File: config.mk
export PLATFORM = sky130hd
export DESIGN_NAME = fetch_unit
export DESIGN_NICKNAME = d
export VERILOG_FILES = /design/src/rtl/fetch_unit.sv
export SDC_FILE = /design/constraint.sdc
export NUM_CORES = 1
export LEC_CHECK = 0
export BUFFER_PORTS_ARGS = -buffer_cell sky130_fd_sc_hd__buf_2
export CAP_MARGIN = 5
export CORE_MARGIN = 1
export CORE_UTILIZATION = 26
export DETAILED_ROUTE_END_ITERATION = 10
export PLACE_DENSITY_LB_ADDON = 0.08
export SYNTH_ARGS = -nofsm -noshare
export SYNTH_HDL_FRONTEND = slang
export SYNTH_SLANG_ARGS = --single-unit
File: constraint.sdc
create_clock -name i_clk -period 4 [get_ports i_clk]
set_input_delay 0.6 -clock i_clk [delete_from_list [all_inputs] [get_ports i_clk]]
set_output_delay 0.6 -clock i_clk [all_outputs]
set_load 0.02 [all_outputs]
File: src/rtl/fetch_unit.sv
// fetch_unit: instruction-fetch stage directly downstream of the PC register.
//
// The stage takes the current PC and sends it to instruction memory. Only one
// request can be in flight at a time, and memory latency is variable. The
// returned word is loaded into the IF/ID register. The stage also tells the
// next-PC mux when the PC may advance. It absorbs hazard stalls and
// branch/jump flushes, including a response that arrives while the pipeline
// is stalled or after a flush.
//
// Ports
//   i_clk          clock, rising edge
//   i_rst          asynchronous reset, active-low
//   i_pc           current PC from the PC register
//   i_stall        hazard unit: hold IF/ID, issue no new fetch
//   i_flush        branch/jump redirect: squash outstanding fetch and IF/ID
//   o_imem_req     one-cycle fetch request (memory always accepts)
//   o_imem_addr    fetch address, meaningful while o_imem_req=1
//   i_imem_rvalid  response strobe, at least one cycle after the request
//   i_imem_rdata   instruction word, valid with i_imem_rvalid
//   o_pc_hold      1: next-PC mux recirculates i_pc; 0 only when IF/ID loads
//   o_valid        IF/ID holds a real instruction
//   o_instr        IF/ID instruction
//   o_pc_plus4     IF/ID fetch address + PC_STEP (wraps modulo 2^LEN)
module fetch_unit #(
    parameter int LEN     = 32,
    parameter int INSTR_W = 32,
    parameter int PC_STEP = 4
) (
    input  logic               i_clk,
    input  logic               i_rst,
    input  logic [LEN-1:0]     i_pc,
    input  logic               i_stall,
    input  logic               i_flush,
    output logic               o_imem_req,
    output logic [LEN-1:0]     o_imem_addr,
    input  logic               i_imem_rvalid,
    input  logic [INSTR_W-1:0] i_imem_rdata,
    output logic               o_pc_hold,
    output logic               o_valid,
    output logic [INSTR_W-1:0] o_instr,
    output logic [LEN-1:0]     o_pc_plus4
);

    // IDLE: free to fetch. WAIT: request outstanding.
    // HOLD: word parked in the skid buffer during a stall.
    // DROP: request squashed, response still to be swallowed.
    typedef enum logic [1:0] {
        IDLE = 2'd0,
        WAIT = 2'd1,
        HOLD = 2'd2,
        DROP = 2'd3
    } state_t;

    state_t               state_r;
    state_t               state_nxt_s;
    logic [LEN-1:0]       pend_pc4_r;
    logic [INSTR_W-1:0]   skid_r;
    logic                 valid_r;
    logic [INSTR_W-1:0]   instr_r;
    logic [LEN-1:0]       pc_plus4_r;

    logic                 req_s;
    logic                 load_s;
    logic                 capture_s;
    logic [INSTR_W-1:0]   load_instr_s;

    // Next-state decode plus request/load/skid-capture strobes
    always_comb begin
        state_nxt_s  = state_r;
        req_s        = 1'b0;
        load_s       = 1'b0;
        capture_s    = 1'b0;
        load_instr_s = i_imem_rdata;
        case (state_r)
            IDLE: begin
                // A response strobe here is spurious and deliberately ignored
                if (!i_stall && !i_flush) begin
                    req_s       = 1'b1;
                    state_nxt_s = WAIT;
                end else begin
                    state_nxt_s = IDLE;
                end
            end
            WAIT: begin
                if (!i_imem_rvalid) begin
                    if (i_flush) begin
                        state_nxt_s = DROP;
                    end else begin
                        state_nxt_s = WAIT;
                    end
                end else if (i_flush) begin
                    state_nxt_s = IDLE;
                end else if (i_stall) begin
                    capture_s   = 1'b1;
                    state_nxt_s = HOLD;
                end else begin
                    load_s      = 1'b1;
                    state_nxt_s = IDLE;
                end
            end
            HOLD: begin
                load_instr_s = skid_r;
                if (i_flush) begin
                    state_nxt_s = IDLE;
                end else if (!i_stall) begin
                    load_s      = 1'b1;
                    state_nxt_s = IDLE;
                end else begin
                    state_nxt_s = HOLD;
                end
            end
            DROP: begin
                // Flush is irrelevant here: the word is already doomed
                if (i_imem_rvalid) begin
                    state_nxt_s = IDLE;
                end else begin
                    state_nxt_s = DROP;
                end
            end
            default: begin
                state_nxt_s = IDLE;
            end
        endcase
    end

    // FSM state register
    always_ff @(posedge i_clk or negedge i_rst) begin
        if (!i_rst) begin
            state_r <= IDLE;
        end else begin
            state_r <= state_nxt_s;
        end
    end

    // Fetch address + step of the outstanding request; it stays valid through HOLD
    always_ff @(posedge i_clk or negedge i_rst) begin
        if (!i_rst) begin
            pend_pc4_r <= {LEN{1'b0}};
        end else if (req_s) begin
            pend_pc4_r <= i_pc + LEN'(PC_STEP);
        end else begin
            pend_pc4_r <= pend_pc4_r;
        end
    end

    // Skid buffer for a word that arrives while the pipeline is stalled
    always_ff @(posedge i_clk or negedge i_rst) begin
        if (!i_rst) begin
            skid_r <= {INSTR_W{1'b0}};
        end else if (capture_s) begin
            skid_r <= i_imem_rdata;
        end else begin
            skid_r <= skid_r;
        end
    end

    // IF/ID register: flush beats stall, stall beats load, else a bubble
    always_ff @(posedge i_clk or negedge i_rst) begin
        if (!i_rst) begin
            valid_r    <= 1'b0;
            instr_r    <= {INSTR_W{1'b0}};
            pc_plus4_r <= {LEN{1'b0}};
        end else if (i_flush) begin
            valid_r    <= 1'b0;
        end else if (i_stall) begin
            valid_r    <= valid_r;
        end else if (load_s) begin
            valid_r    <= 1'b1;
            instr_r    <= load_instr_s;
            pc_plus4_r <= pend_pc4_r;
        end else begin
            valid_r    <= 1'b0;
        end
    end

    assign o_imem_req  = req_s;
    assign o_imem_addr = i_pc;
    assign o_pc_hold   = ~load_s;
    assign o_valid     = valid_r;
    assign o_instr     = instr_r;
    assign o_pc_plus4  = pc_plus4_r;

endmodule

# [Yosys cells after proc, flatten, opt, wreduce, memory -nomap -nowiden]
# Index checks and enable logic that the tools add are counted.
[totals] register_bits=131 in_bits=69 output_inout_bits=99 wordCells=40
[classes] n_addsub=1 n_eq_ne=4 mux=21 bitwise_logic=3 reduce_logical=5
[op_table] operator="$add A32 B3 Y32 const B" n=1
[op_table] operator="$mux W32" n=1
[op_table] operator="$mux W1" n=13
[op_table] operator="$mux W2" n=5
[op_table] operator="$pmux W2 S4" n=1
[op_table] operator="$eq A2 B2 Y1 const B" n=2
[op_table] operator="$not A1 Y1" n=3
[op_table] operator="$reduce_and A3 Y1" n=1
[op_table] operator="$eq A2 B1 Y1 const B" n=1
[op_table] operator="$logic_not A1 Y1" n=2
[op_table] operator="$logic_not A2 Y1" n=1
[op_table] operator="$ne A2 B1 Y1 const B" n=1
[op_table] operator="$pmux W1 S2" n=1
[op_table] operator="$logic_and A1 B1 Y1" n=1

# [Logic depth before layout (Yosys ltp)]
[logic_depth] ltp_word=7 mapped_depth=8 mapped_depth_nobuf=6

# [Worst setup path after synthesis]
# No wires, ideal clock.
[synth_path] path_kind="register -> output" from="reg state_r[0]" to="out o_pc_hold" t_arrival_ns=1.498 required_time_ns=3.400 path_slack_ns=1.902 path_stages_with_launch=8 path_buffers=2 cell_sequence="dfrtp_1 > inv_1 > ha_1 > buf_2 > a21oi_1 > nor2_1 > clkbuf_1 > inv_1"
[synth_via] elab_chain_len=3 word_cells_on_any_way=4 classes_between="2 x eq/ne; 1 x mux; 1 x bitwise"
[synth_rtl] element="from (decl)" line="54" source="state_t state_r;"
[synth_rtl] element="from (signal assigned)" line="131" source="state_r <= state_nxt_s;"
[synth_rtl] element="$eq A2 B2 Y1 or $eq A2 B1 Y1 (tied branches)" line="74" source="case (state_r)"
[synth_rtl] element="$pmux W1 S2 *" line="74"
[synth_rtl] element="$not A1 Y1 *" line="178" source="assign o_pc_hold = ~load_s;"
[synth_rtl] element="to (decl)" line="38" source="output logic o_pc_hold,"
# Mark *: on every way between the ends. The rest lies on a longest branch, timed or not.

# [Worst setup path in the final report]
[layout_path] from="reg state_r[1]" to="out o_pc_hold"
# Same word-level chain as after synthesis.

==> results.md <==
* Part of the power in registers at 41.8%
* Area growth syn-to-layout at 25.8%
* Clock share of power at 38.7%
* I/O pins at 168
* Post-CTS Repair Setup Buffers at 0
* Nets@finish at 729
* Largest net degree at the start of global routing at 97
* Clk buf depth at 2
* DRT Pass-1 Iters at 4
* Clk_lat worst skew at 410 ps
* Avg Vias per Cell at 4.41
* RSZ-0062 raised after global routing: false
* Largest area contributor in the netlist: dfrtp_1
* Status: complete, no violations
* Hold Vio Cnt, Final at 0
* Post-Syn Area at 6030 um2
* Minimum clock period at 2290 ps
* Area contributors post-synth: dfrtp_1, mux2_2, mux2i_1, buf_4, nand2_1
* Clock Skew at 8.02 ps
* DIE WIDTH at 154 um
* Yosys top cell area share at 54.4%
* Worst Tran Pin Value at 924 ps
* Worst Path Required at 3400 ps
* Initial antenna violation count at 0
* Final Setup Violations at 0
* Setup tns final at 0 ps
* GPL Wtd Cong at 0.736
* Synth cell types at 28
* Wire per inst at 14.6 um
* Worst-case vdd ir drop at 0.275 mV
* Die Height at 154 um
* HP Class: in2async
* Syn nets at 593
* Clk slew on worst S/H paths at 60 ps
* Sw power at 0.00124 W
* Post-Route M1 WL at 6650 um
* Yosys reg bits at 131
* Setup WS pre-CTS at 1580 ps
* DRC at 0
* Reg-to-Reg Start: state_r[1]$_DFF_PN0_
* Number of CTS-inserted buffers at 17
* Kind of start point of the critical path: flip-flop
* Clock tree sinks at 131
* Switch share at 29.1%
* Comb pwr share at 19.5%
* Crit Path Category: reg2out
* GR Util All Layers at 12.3%
* Max FO, Critical Path at 4
* CTS tree: done
* Mapped Cells at 519
* CTS root buf: clkbuf_16
* Core Region at 22700 um2
* # H-tree levels at 4
* Period utilization at 57.3%
* Detail Route Antenna Nets at 0
* Crit end category: output port
* First-pass GRT wire length at 22600 um
* N_diodes at 0
* Worst Path Arrival at 1690 ps
* Top sig layer: met4
* Final wirelength at 13900 um
* Rows at 55
* Fillcell total at 2338
* Seq/Total Area, Yosys at 54.4%
* Routed met3 length at 784 um
* CP startpoint: state_r[1]$_DFF_PN0_
* Resized cells post-CTS at 0
* Routed wl met2 at 6330 um
* Lkg Pwr at 3.59 nW
* Internal power at 0.00302 W
* Fin. max-slew vios at 0
* Die area at 23800 um2
* Final WS setup at 1710 ps
* Slew margin rel. at 38.3%
* Max-Cap Viols at 0
* Share of cells above drive strength 1 at 43.7%
* Gr ovfl total at 0
* Mean Syn Cell Area at 11.6 um2
* Initial Util at 26.5%
* Max Clk Rate at 436 MHz
* Power Dens Cells at 562 nW/um2
* Total number of yosys warnings at 0
* Vias at 4199
* Post-CTS Hold Buffers at 0
* 1st-iter DRT viols at 153
* DP Wirelength at 9260 um
* Number of global-route vias before repair at 4296
* I/O Buffers at 167
[power groups by stage]
stage | sequential, W | combinational, W | clock (W)
after detailed placement | 0.00181 | 0.000848 | 0
after global placement | 0.00180 | 0.000835 | 0
after floorplan | 0.00196 | 0.000361 | 0
final | 0.00178 | 0.000832 | 0.00165
after global routing | 0.00183 | 0.000918 | 0.00176
after CTS | 0.00179 | 0.000850 | 0.00171
[per-layer routing]
| metal | track usage, % | vias to the layer above |
|---|---|---|
| li1 | - | 2025 |
| met1 | 16.0 | 2043 |
| met2 | 19.2 | 118 |
| met5 | 0 | - |
| met4 | 4.67 | 0 |
| met3 | 3.50 | 13 |
[cells in the mapped netlist]
cell type / count
dfrtp_1: 131
mux2_2: 64
nand2_1: 54
nor2_1: 42
a21oi_1: 34
buf_4: 32
mux2i_1: 32
xnor2_1: 19
o21ai_0: 18
clkbuf_1: 12
buf_2: 11
o21ai_1: 9
xor2_1: 9
inv_1: 8
nor3_2: 8
nand3_1: 7
and3_1: 5
ha_1: 5
nand4_1: 5
and4_4: 4
nand4_4: 2
nor4_2: 2
nand3_2: 1
nand3_4: 1
nor4_4: 1
o21ai_2: 1
o31ai_1: 1
o32a_1: 1
[path summary, 6_finish.rpt]
| check | cells past startpoint | to | slack, ps |
|---|---|---|---|
| worst max-delay path | 6 | o_pc_hold | 1710 |
| worst min-delay path | 1 | o_instr[25]$_DFFE_PN0P_ | 230 |
| worst max register to register | 4 | skid_r[16]$_DFFE_PN0P_ | 1860 |
| worst min register to register | 2 | pend_pc4_r[4]$_DFFE_PN0P_ | 470 |
| max in group asynchronous | 2 | o_instr[5]$_DFFE_PN0P_ | 2840 |
| min in group i_clk | 3 | pend_pc4_r[1]$_DFFE_PN0P_ | 400 |
[placed cells by master, fill, tap and decap left out, drive strengths merged]
master / count
o21ai: 28
ha: 5
a21oi: 34
o31ai: 1
o32a: 1
nand3: 9
nand2: 54
inv: 10
clkbuf: 21
dfrtp: 131
bufinv: 3
and4: 4
mux2: 64
nor4: 3
buf: 172
nor3: 8
clkinvlp: 3
nand4: 7
xnor2: 19
nor2: 42
clkinv: 3
xor2: 9
and3: 5
mux2i: 32
[through the flow]
stage                     utilization (%)  instances  cell area (um2)  hold slack [ps]  power, W
after global routing                 33.4        953             7580              301   0.00450
after detailed placement             30.6        921             6950              465   0.00266
after global placement               30.6        921             6950              447   0.00263
after floorplan                         -        519             6030              304   0.00232
final                                33.4        953             7580              225   0.00427
after CTS                            33.4        953             7580              270   0.00435
[flip-flops by register name, summed over array words and instances, names as in the netlist]
name,count
o_instr,32
o_pc_plus4,32
o_valid,1
pend_pc4_r,32
skid_r,32
state_r,2
[cell type report]
class / instances / area, um2 / area share [%]
repair buffers: 172 / 892 / 11.8
well taps: 285 / 357 / 4.70
clock inverters: 11 / 149 / 1.96
inverters: 8 / 30.0 / 0.396
multi-input cells: 325 / 2400 / 31.6
flip-flops and latches: 131 / 3280 / 43.2
clock buffers: 21 / 480 / 6.34
[worst max-delay path, cell delays in order (launching register included)]
cell and delay (ps):
dfrtp_1 370, inv_1 70, ha_1 230, a21oi_1 300
nor2_4 80, inv_1 70, buf_2 160
[cell families after synthesis]
family | share of synthesized area, %
compound gates | 5.50
xor+xnor | 4.07
fa+ha+maj | 1.04
buf+inv | 6.14
flops | 54.4
mux | 17.3
simple gates | 11.6
Power figures use the tool's default switching activity.
